### config.mk
export PLATFORM = sky130hd
export DESIGN_NAME = command_lookup
export DESIGN_NICKNAME = d
export VERILOG_FILES = /design/src/rtl/command_lookup.sv
export SDC_FILE = /design/constraint.sdc
export NUM_CORES = 1
export LEC_CHECK = 0
export BUFFER_PORTS_ARGS = -buffer_cell sky130_fd_sc_hd__buf_2
export CAP_MARGIN = 20
export CORE_MARGIN = 8
export CORE_UTILIZATION = 57
export CTS_CLUSTER_SIZE = 40
export DETAILED_ROUTE_END_ITERATION = 12
export PLACE_DENSITY_LB_ADDON = 0.1
export SLEW_MARGIN = 20
export SYNTH_ARGS = -nofsm -noshare
export SYNTH_HDL_FRONTEND = slang
export SYNTH_SLANG_ARGS = --single-unit
### constraint.sdc
create_clock -name clk -period 3.65 [get_ports clk]
set_input_delay 1.095 -clock clk [delete_from_list [all_inputs] [get_ports clk]]
set_output_delay 1.095 -clock clk [all_outputs]
set_load 0.005 [all_outputs]
### src/rtl/command_lookup.sv
// command_lookup: collects received bytes into a staging buffer and commits a
// complete message (on CR, or when 32 bytes have arrived) into a display buffer
// in a single cycle. The display buffer is read back through a registered,
// sel-indexed port that also serves the LCD line-address command bytes.
module command_lookup (
    input  logic       clk,
    input  logic       rst_n,
    input  logic [5:0] sel,
    input  logic [7:0] rx_data,
    input  logic       rx_data_rdy,
    output logic [7:0] data_out,
    output logic       buffer_ready
);

    localparam int         DEPTH     = 32;
    localparam logic [7:0] CH_CR     = 8'h0D;
    localparam logic [7:0] CH_LF     = 8'h0A;
    localparam logic [7:0] CH_SPACE  = 8'h20;
    localparam logic [7:0] CH_QMARK  = 8'h3F;
    localparam logic [7:0] LCD_LINE1 = 8'h80;
    localparam logic [7:0] LCD_LINE2 = 8'hC0;

    logic [DEPTH-1:0][7:0] staging_q, staging_d;
    logic [DEPTH-1:0][7:0] display_q, display_d;
    logic [5:0]            wptr_q, wptr_d;
    logic [7:0]            data_out_q, data_out_d;
    logic                  buffer_ready_q, buffer_ready_d;

    logic       is_cr;
    logic       is_store;
    logic [7:0] store_byte;
    logic       commit;
    logic [5:0] commit_len;

    // Classify the incoming byte; non-printables are stored as '?'.
    always_comb begin
        is_cr      = rx_data_rdy && (rx_data == CH_CR);
        is_store   = rx_data_rdy && (rx_data != CH_CR) && (rx_data != CH_LF);
        store_byte = ((rx_data >= 8'h20) && (rx_data <= 8'h7E)) ? rx_data : CH_QMARK;
    end

    // Staging write, pointer update and commit into the display buffer.
    // The commit uses staging_d so a 32nd byte lands in the same commit.
    always_comb begin
        staging_d  = staging_q;
        display_d  = display_q;
        wptr_d     = wptr_q;
        commit     = 1'b0;
        commit_len = wptr_q;
        if (is_store) begin
            staging_d[wptr_q[4:0]] = store_byte;
            wptr_d                 = wptr_q + 6'd1;
            commit_len             = wptr_q + 6'd1;
            commit                 = (wptr_q >= 6'd31);
        end else if (is_cr) begin
            commit = 1'b1;
        end
        if (commit) begin
            for (int i = 0; i < DEPTH; i++) begin
                // Bytes at or past the write pointer are stale and never shown.
                display_d[i] = (6'(i) < commit_len) ? staging_d[i] : CH_SPACE;
            end
            wptr_d = 6'd0;
        end
        buffer_ready_d = commit;
    end

    // Read mux works off the pre-commit display so a same-edge commit is not seen yet.
    always_comb begin
        data_out_d = CH_SPACE;
        if (sel < 6'd32)       data_out_d = display_q[sel[4:0]];
        else if (sel == 6'd32) data_out_d = LCD_LINE1;
        else if (sel == 6'd33) data_out_d = LCD_LINE2;
    end

    // Control state and display buffer, cleared to spaces on reset.
    always_ff @(posedge clk or negedge rst_n) begin
        if (!rst_n) begin
            display_q      <= {DEPTH{CH_SPACE}};
            wptr_q         <= 6'd0;
            data_out_q     <= CH_SPACE;
            buffer_ready_q <= 1'b0;
        end else begin
            display_q      <= display_d;
            wptr_q         <= wptr_d;
            data_out_q     <= data_out_d;
            buffer_ready_q <= buffer_ready_d;
        end
    end

    // Staging contents are only exposed below wptr, so they need no reset.
    always_ff @(posedge clk) begin
        staging_q <= staging_d;
    end

    assign data_out     = data_out_q;
    assign buffer_ready = buffer_ready_q;

endmodule

==> flow_summary.yaml, run 1 <==
status:
  status: "finished clean"
flow_run:
  maxCapViolCount: 0
worst_setup_path:
  cp_max_fo: 22
  r2r_slack_ps: 590
  r2r_end: "display_q[206]$_DFFE_PN0N_"
  worst_setup_path_end_kind: "register"
  r2r_cells: 8
  r2r-start: "wptr_q[0]$_DFF_PN0_"
  critPathArrivalTime_ps: 3660
  start_kind: "primary input"
  worst-setup-path-type: "primary input to register"
  cp.required_ps: 4100
logic_synthesis:
  ys.warnings.count: 0
  synth_top_family_by_area: "compound AO/OA/AOI/OAI gates"
  synth_fa_ha_area_frac: 0.00231
  synth_edf_count: 0
  ys_top_cells_by_area: "dfrtp_1 (28%), dfxtp_1 (24%), mux4_2 (7.2%), nand2_1 (6.5%), mux2_2 (4.4%)"
  synth-compound-area-share: 0.146
  synthMuxAreaShare: 0.127
  synth_top_flop_cell: "dfxtp_1"
  ys_ff_latch: 527
  synth.avg_cell_area_um2: 10.6
  synthCells: 2032
  synth.distinct_cells: 79
  synth_top_cell_by_area: "dfrtp_1"
  synthArstFlopShare: 0.514
  ys_seq_area_frac: 0.552
  synth-xor-area-share: 0.000810
  synth_simple_gate_area_share: 0.133
  syn_area_mm2: 0.0216
  synth_nets: 2053
  synth_top_area_frac: 0.275
timing:
  finalClockSkew_ps: 24.5
  report.final.slew_viol_count: 0
  setup_viol_count_final: 0
  fmax_mhz: 311
  hold_violations: 0
  fin_crit_sh: 0.880
  fin_crit_ps: 3210
  worstMarginPinSlew_ps: 1190
  maxSlewHeadroom: 0.205
  rsz0062_at_grt: "false"
  setup_tns_ps: 0
finish:
  stdcell_count: 2633
  final_common_cell: "nand2_1"
  drive_gt1_frac: 0.217
  final_cell_mix: "nand2_1 (376), dfxtp_1 (256), dfrtp_1 (238)"
  area_growth_pct: 14.0
  nets: 2096
  n_fill_cell: 2974
  final_util: 0.658
die:
  boundaryPins: 26
  initial_utilization: 0.577
  num_rows: 71
  core_mm2: 0.0375
  die_height_um: 211
  fp.dieArea_mm2: 0.0444
  die_w_um: 211
global_routing:
  grtUsageTotal: 0.265
  grt_first_pass_wirelength_mm: 91.0
  overflow: 0
  grt_pass1_vias: 15500
  grt_max_degree: 78
  antenna_found_initial: 3
drt:
  detail_route.wl_per_cell_um: 22.2
  post_drt_via_cell_ratio: 5.93
  drcViolationCount: 0
  vias: 15600
  ant_nets: 0
  dr.first_iter.drc_count: 1247
  wirelength_mm: 58.4
  dr.pass1.iters: 7
pwr:
  power_mw: 19.8
  power.leakage_nw: 10.9
  power_frac_clock: 0.284
  switchingPower_mw: 6.02
  p_per_area_mw_per_mm2: 804
  pwr-share-comb: 0.263
  p_int_mw: 13.8
  seq_power_share: 0.453
  irDropWorstVdd_mv: 0.467
  p_sw_frac: 0.304
clock_network:
  cts_tree: "done"
  cts.sinks: 527
  numCtsBuffers: 53
  hold_buffers: 0
  clk_pin_slew_worst_paths_ps: 60
  postCtsResizedCells: 0
  postCtsSetupBuffers: 0
  cts-root-buf: "clkbuf_16"
  htreeDepth: 2
  clockBufferDepth: 3
  clk_latency_ps: 600
hold_path:
  min_to: "staging_q[135]$_DFF_P_"
  hold_class: "register to register"
  min-delay-start: "staging_q[135]$_DFF_P_"
  hold-path-cell-count: 2
place:
  gp_congestion: 0.920
  dp_hpwl_mm: 38.9
  dp_cells: 2531
  port_buffers: 25
area by class of cell:
type,count,area [um2],area share
diodes,2,5.00,0.000203
clock inverters,13,169,0.00685
clock buffers,87,1670,0.0676
multi-input cells,1298,8890,0.361
well taps,511,639,0.0259
inverters,69,264,0.0107
repair buffers,126,1070,0.0434
flip-flops and latches,527,11900,0.485
state kept, by name, indices dropped and copies added (netlist names):
signal        cells
wptr_q            6
staging_q       256
buffer_ready      1
display_q       256
data_out          8
critical path, cell delays in order:
cell and delay [ps]:
buf_2 140, or3b_1 450, a211oi_2 330, buf_12 210, o211a_1 450, o21ai_2 220, o21ai_1 580, o21ai_0 180
how the worst max path moves through the flow:
stage               slack [ps]                         end       start  cells past startpoint
global placement           -40  display_q[224]$_DFFE_PN0N_  rx_data[0]                      9
global route               360    display_q[4]$_DFFE_PN0N_  rx_data[0]                      8
floorplan                  600  display_q[224]$_DFFE_PN0N_  rx_data[4]                      8
CTS                        510  display_q[226]$_DFFE_PN0N_  rx_data[4]                      9
finish                     440    display_q[7]$_DFFE_PN0N_  rx_data[4]                      8
detailed placement        -160   display_q[36]$_DFFE_PN0N_  rx_data[4]                      8
logic make-up (layout without fill, tap and decap cells):
group | count (synthesis) | count (layout)
compound gates | 467 | 467
xor+xnor | 2 | 2
fa+ha+maj | 4 | 4
buf+inv | 207 | 295
flops | 527 | 527
mux | 177 | 177
other cells | 0 | 2
simple gates | 648 | 648
cells in the mapped netlist, types with 14 or more instances:
cell	number
a21oi_1	118
a211o_1	14
o21ai_0	109
dfstp_2	33
and2_1	38
a22o_1	32
inv_1	68
or3_1	16
a22oi_1	15
dfrtp_1	238
a21o_1	23
mux4_2	69
clkbuf_1	87
o21a_1	26
nand3_1	30
dfxtp_1	256
nor3_1	18
nor2_1	101
buf_2	34
nand2_1	376
o22a_1	19
mux2i_1	24
mux2_2	84
buf_1	15
metal layers:
| layer | vias to the layer above | track usage | wire (um) |
|---|---|---|---|
| met4 | 2 | 0.113 | 2240 |
| met1 | 7818 | 0.358 | 25500 |
| met5 | - | 0 | 13 |
| li1 | 7207 | - | - |
| met2 | 469 | 0.416 | 27100 |
| met3 | 128 | 0.0507 | 3590 |
metrics by stage:
step	instance area [um2]	setup WS, ps	hold WS, ps
2_1_floorplan	21600	601	400
3_3_place_gp	22800	-42.4	409
3_5_place_dp	22800	-155	419
4_1_cts	24700	509	433
5_1_grt	24700	358	460
6_report	24700	437	427
power groups by stage:
stage	Combinational (mW)	Sequential, mW	Clock (mW)
after floorplan	3.76	8.68	0
final	5.21	8.98	5.64
after detailed placement	5.16	9.05	0
after global routing	5.74	9.18	5.95
after global placement	4.98	8.96	0
after CTS	5.19	8.96	5.72
Note: power is estimated with default switching activity, not from simulation.
==> inputs of run 2 (changes only) <==
Clock period 3.65 ns to 4.06 ns, I/O delays scaled along.
==> run 2 against run 1 <==
Against the previous run:
- clock skew decreased by 1.6 ps
- highest routed layer is now met4
- routed wire length decreased by 1.7%
- non-clock buffer count decreased by 30
- worst hold slack improved by 3.0 ps
- clock power decreased by 8.9%
- critical endpoint is now display_q[34]$_DFFE_PN0N_
==> flow_summary.yaml, run 2 (synthesized netlist as in run 1, its figures left out) <==
status:
  status: "finished clean"
timing:
  maxSlewHeadroom: 0.334
  fin_crit_ps: 3400
  report.final.slew_viol_count: 0
  setup_viol_count_final: 0
  hold_violations: 0
  worstMarginPinSlew_ps: 998
  rsz0062_at_grt: "false"
  holdWs_ps: 430
  finalClockSkew_ps: 22.9
  fmax_mhz: 294
  fin_crit_sh: 0.838
  setup_tns_ps: 0
  setup_ws_ps: 657
worst_setup_path:
  slowest_stage: "o21ai_1"
  cp.required_ps: 4500
  worst_setup_path_end_kind: "register"
  r2r_cells: 7
  crit_buf_inv: 2
  r2r-start: "wptr_q[0]$_DFF_PN0_"
  start_kind: "primary input"
  worst_path_dominant_cell_family: "compound AO/OA/AOI/OAI gates"
  r2r_end: "display_q[34]$_DFFE_PN0N_"
  critPathArrivalTime_ps: 3840
  cp_max_fo: 14
  cpPeakStageDelay_ps: 600
  path_cells: "buf_2 > or3b_1 > a211oi_2 > o211a_2 > nor3_1 > buf_4 > o21ai_1 > o21ai_0"
  r2r_slack_ps: 910
  worst-setup-path-type: "primary input to register"
finish:
  stdcell_count: 2601
  area_growth_pct: 12.8
  drive_gt1_frac: 0.210
  n_fill_cell: 2985
  multi_input_area_mm2: 0.00889
  area.sequential_mm2: 0.0119
  final_cell_mix: "nand2_1 (376), dfxtp_1 (256), dfrtp_1 (238)"
  final_util: 0.650
  nets: 2066
  antenna_cells: 0
  fin_area_mm2: 0.0244
  final_common_cell: "nand2_1"
clock_network:
  cts-root-buf: "clkbuf_16"
  postCtsSetupBuffers: 0
  cts_tree: "done"
  hold_buffers: 0
  cts.sinks: 527
  htreeDepth: 2
  clk_latency_ps: 590
  clockBufferDepth: 3
  postCtsResizedCells: 0
  clk_pin_slew_worst_paths_ps: 60
  numCtsBuffers: 53
place:
  dp_cells: 2501
  dp_hpwl_mm: 38.0
  place_ws_ps: 94.4
  placed_area_mm2: 0.0225
  gp_congestion: 0.901
  port_buffers: 25
die:
  num_rows: 71
  core_mm2: 0.0375
  boundaryPins: 26
  die_height_um: 211
  fp.dieArea_mm2: 0.0444
  initial_utilization: 0.577
  die_w_um: 211
pwr:
  p_per_area_mw_per_mm2: 727
  power.leakage_nw: 10.8
  power_mw: 17.7
  irDropWorstVdd_mv: 0.377
global_routing:
  grtUsageTotal: 0.260
  antenna_found_initial: 1
  grt_use_met2: 0.421
  grt_pass1_vias: 15400
  grt_max_degree: 112
  gr-usage-met1: 0.354
  grt_most_used_layer: "met2"
  grtUsageMet3: 0.0418
  overflow: 0
  grt_first_pass_wirelength_mm: 90.4
drt:
  vias: 15600
  detail_route.wl_per_cell_um: 22.1
  post_drt_via_cell_ratio: 5.98
  drcViolationCount: 0
  dr.first_iter.drc_count: 1172
  wirelength_mm: 57.5
  ant_nets: 0
  dr.pass1.iters: 6
hold_path:
  min_to: "staging_q[135]$_DFF_P_"
  hold_class: "register to register"
  hold-path-cell-count: 2
  min-delay-start: "staging_q[135]$_DFF_P_"
flow_run:
  maxCapViolCount: 0
-- run 2: how the worst max path moves through the flow --
stage	startpoint	end	slack, ps	cells after the start
3_5_place_dp	rx_data[0]	display_q[34]$_DFFE_PN0N_	90	8
5_1_grt	rx_data[1]	display_q[24]$_DFFE_PN0N_	600	9
4_1_cts	rx_data[0]	display_q[34]$_DFFE_PN0N_	750	8
6_report	rx_data[0]	display_q[34]$_DFFE_PN0N_	660	8
2_1_floorplan	rx_data[4]	display_q[224]$_DFFE_PN0N_	890	8
3_3_place_gp	rx_data[0]	display_q[33]$_DFFE_PN0N_	150	8
-- run 2: area by class of cell --
type                            instances  share of cell area
Multi-Input combinational cell       1298               0.365
Timing Repair Buffer                   96              0.0321
Inverter                               69              0.0108
Clock inverter                         29              0.0131
Tap cell                              511              0.0262
Clock buffer                           71              0.0630
Sequential cell                       527               0.490
-- run 2: tightest hold or removal path, cell delays in order, from the launching register on --
cell     delay [ps]
dfxtp_1         310
nand2_1          50
inv_1            40
-- run 2: layer usage --
metal  wire length, um  up-vias
met5                 0        -
met4              1730        0
met2             27400      450
li1                  -     7146
met1             25300     7856
met3              3110      106
-- run 2: where the power goes --
part | switching [mW] | internal (mW)
combinational | 2.50 | 2.01
clock | 2.10 | 3.05
sequential | 0.842 | 7.24
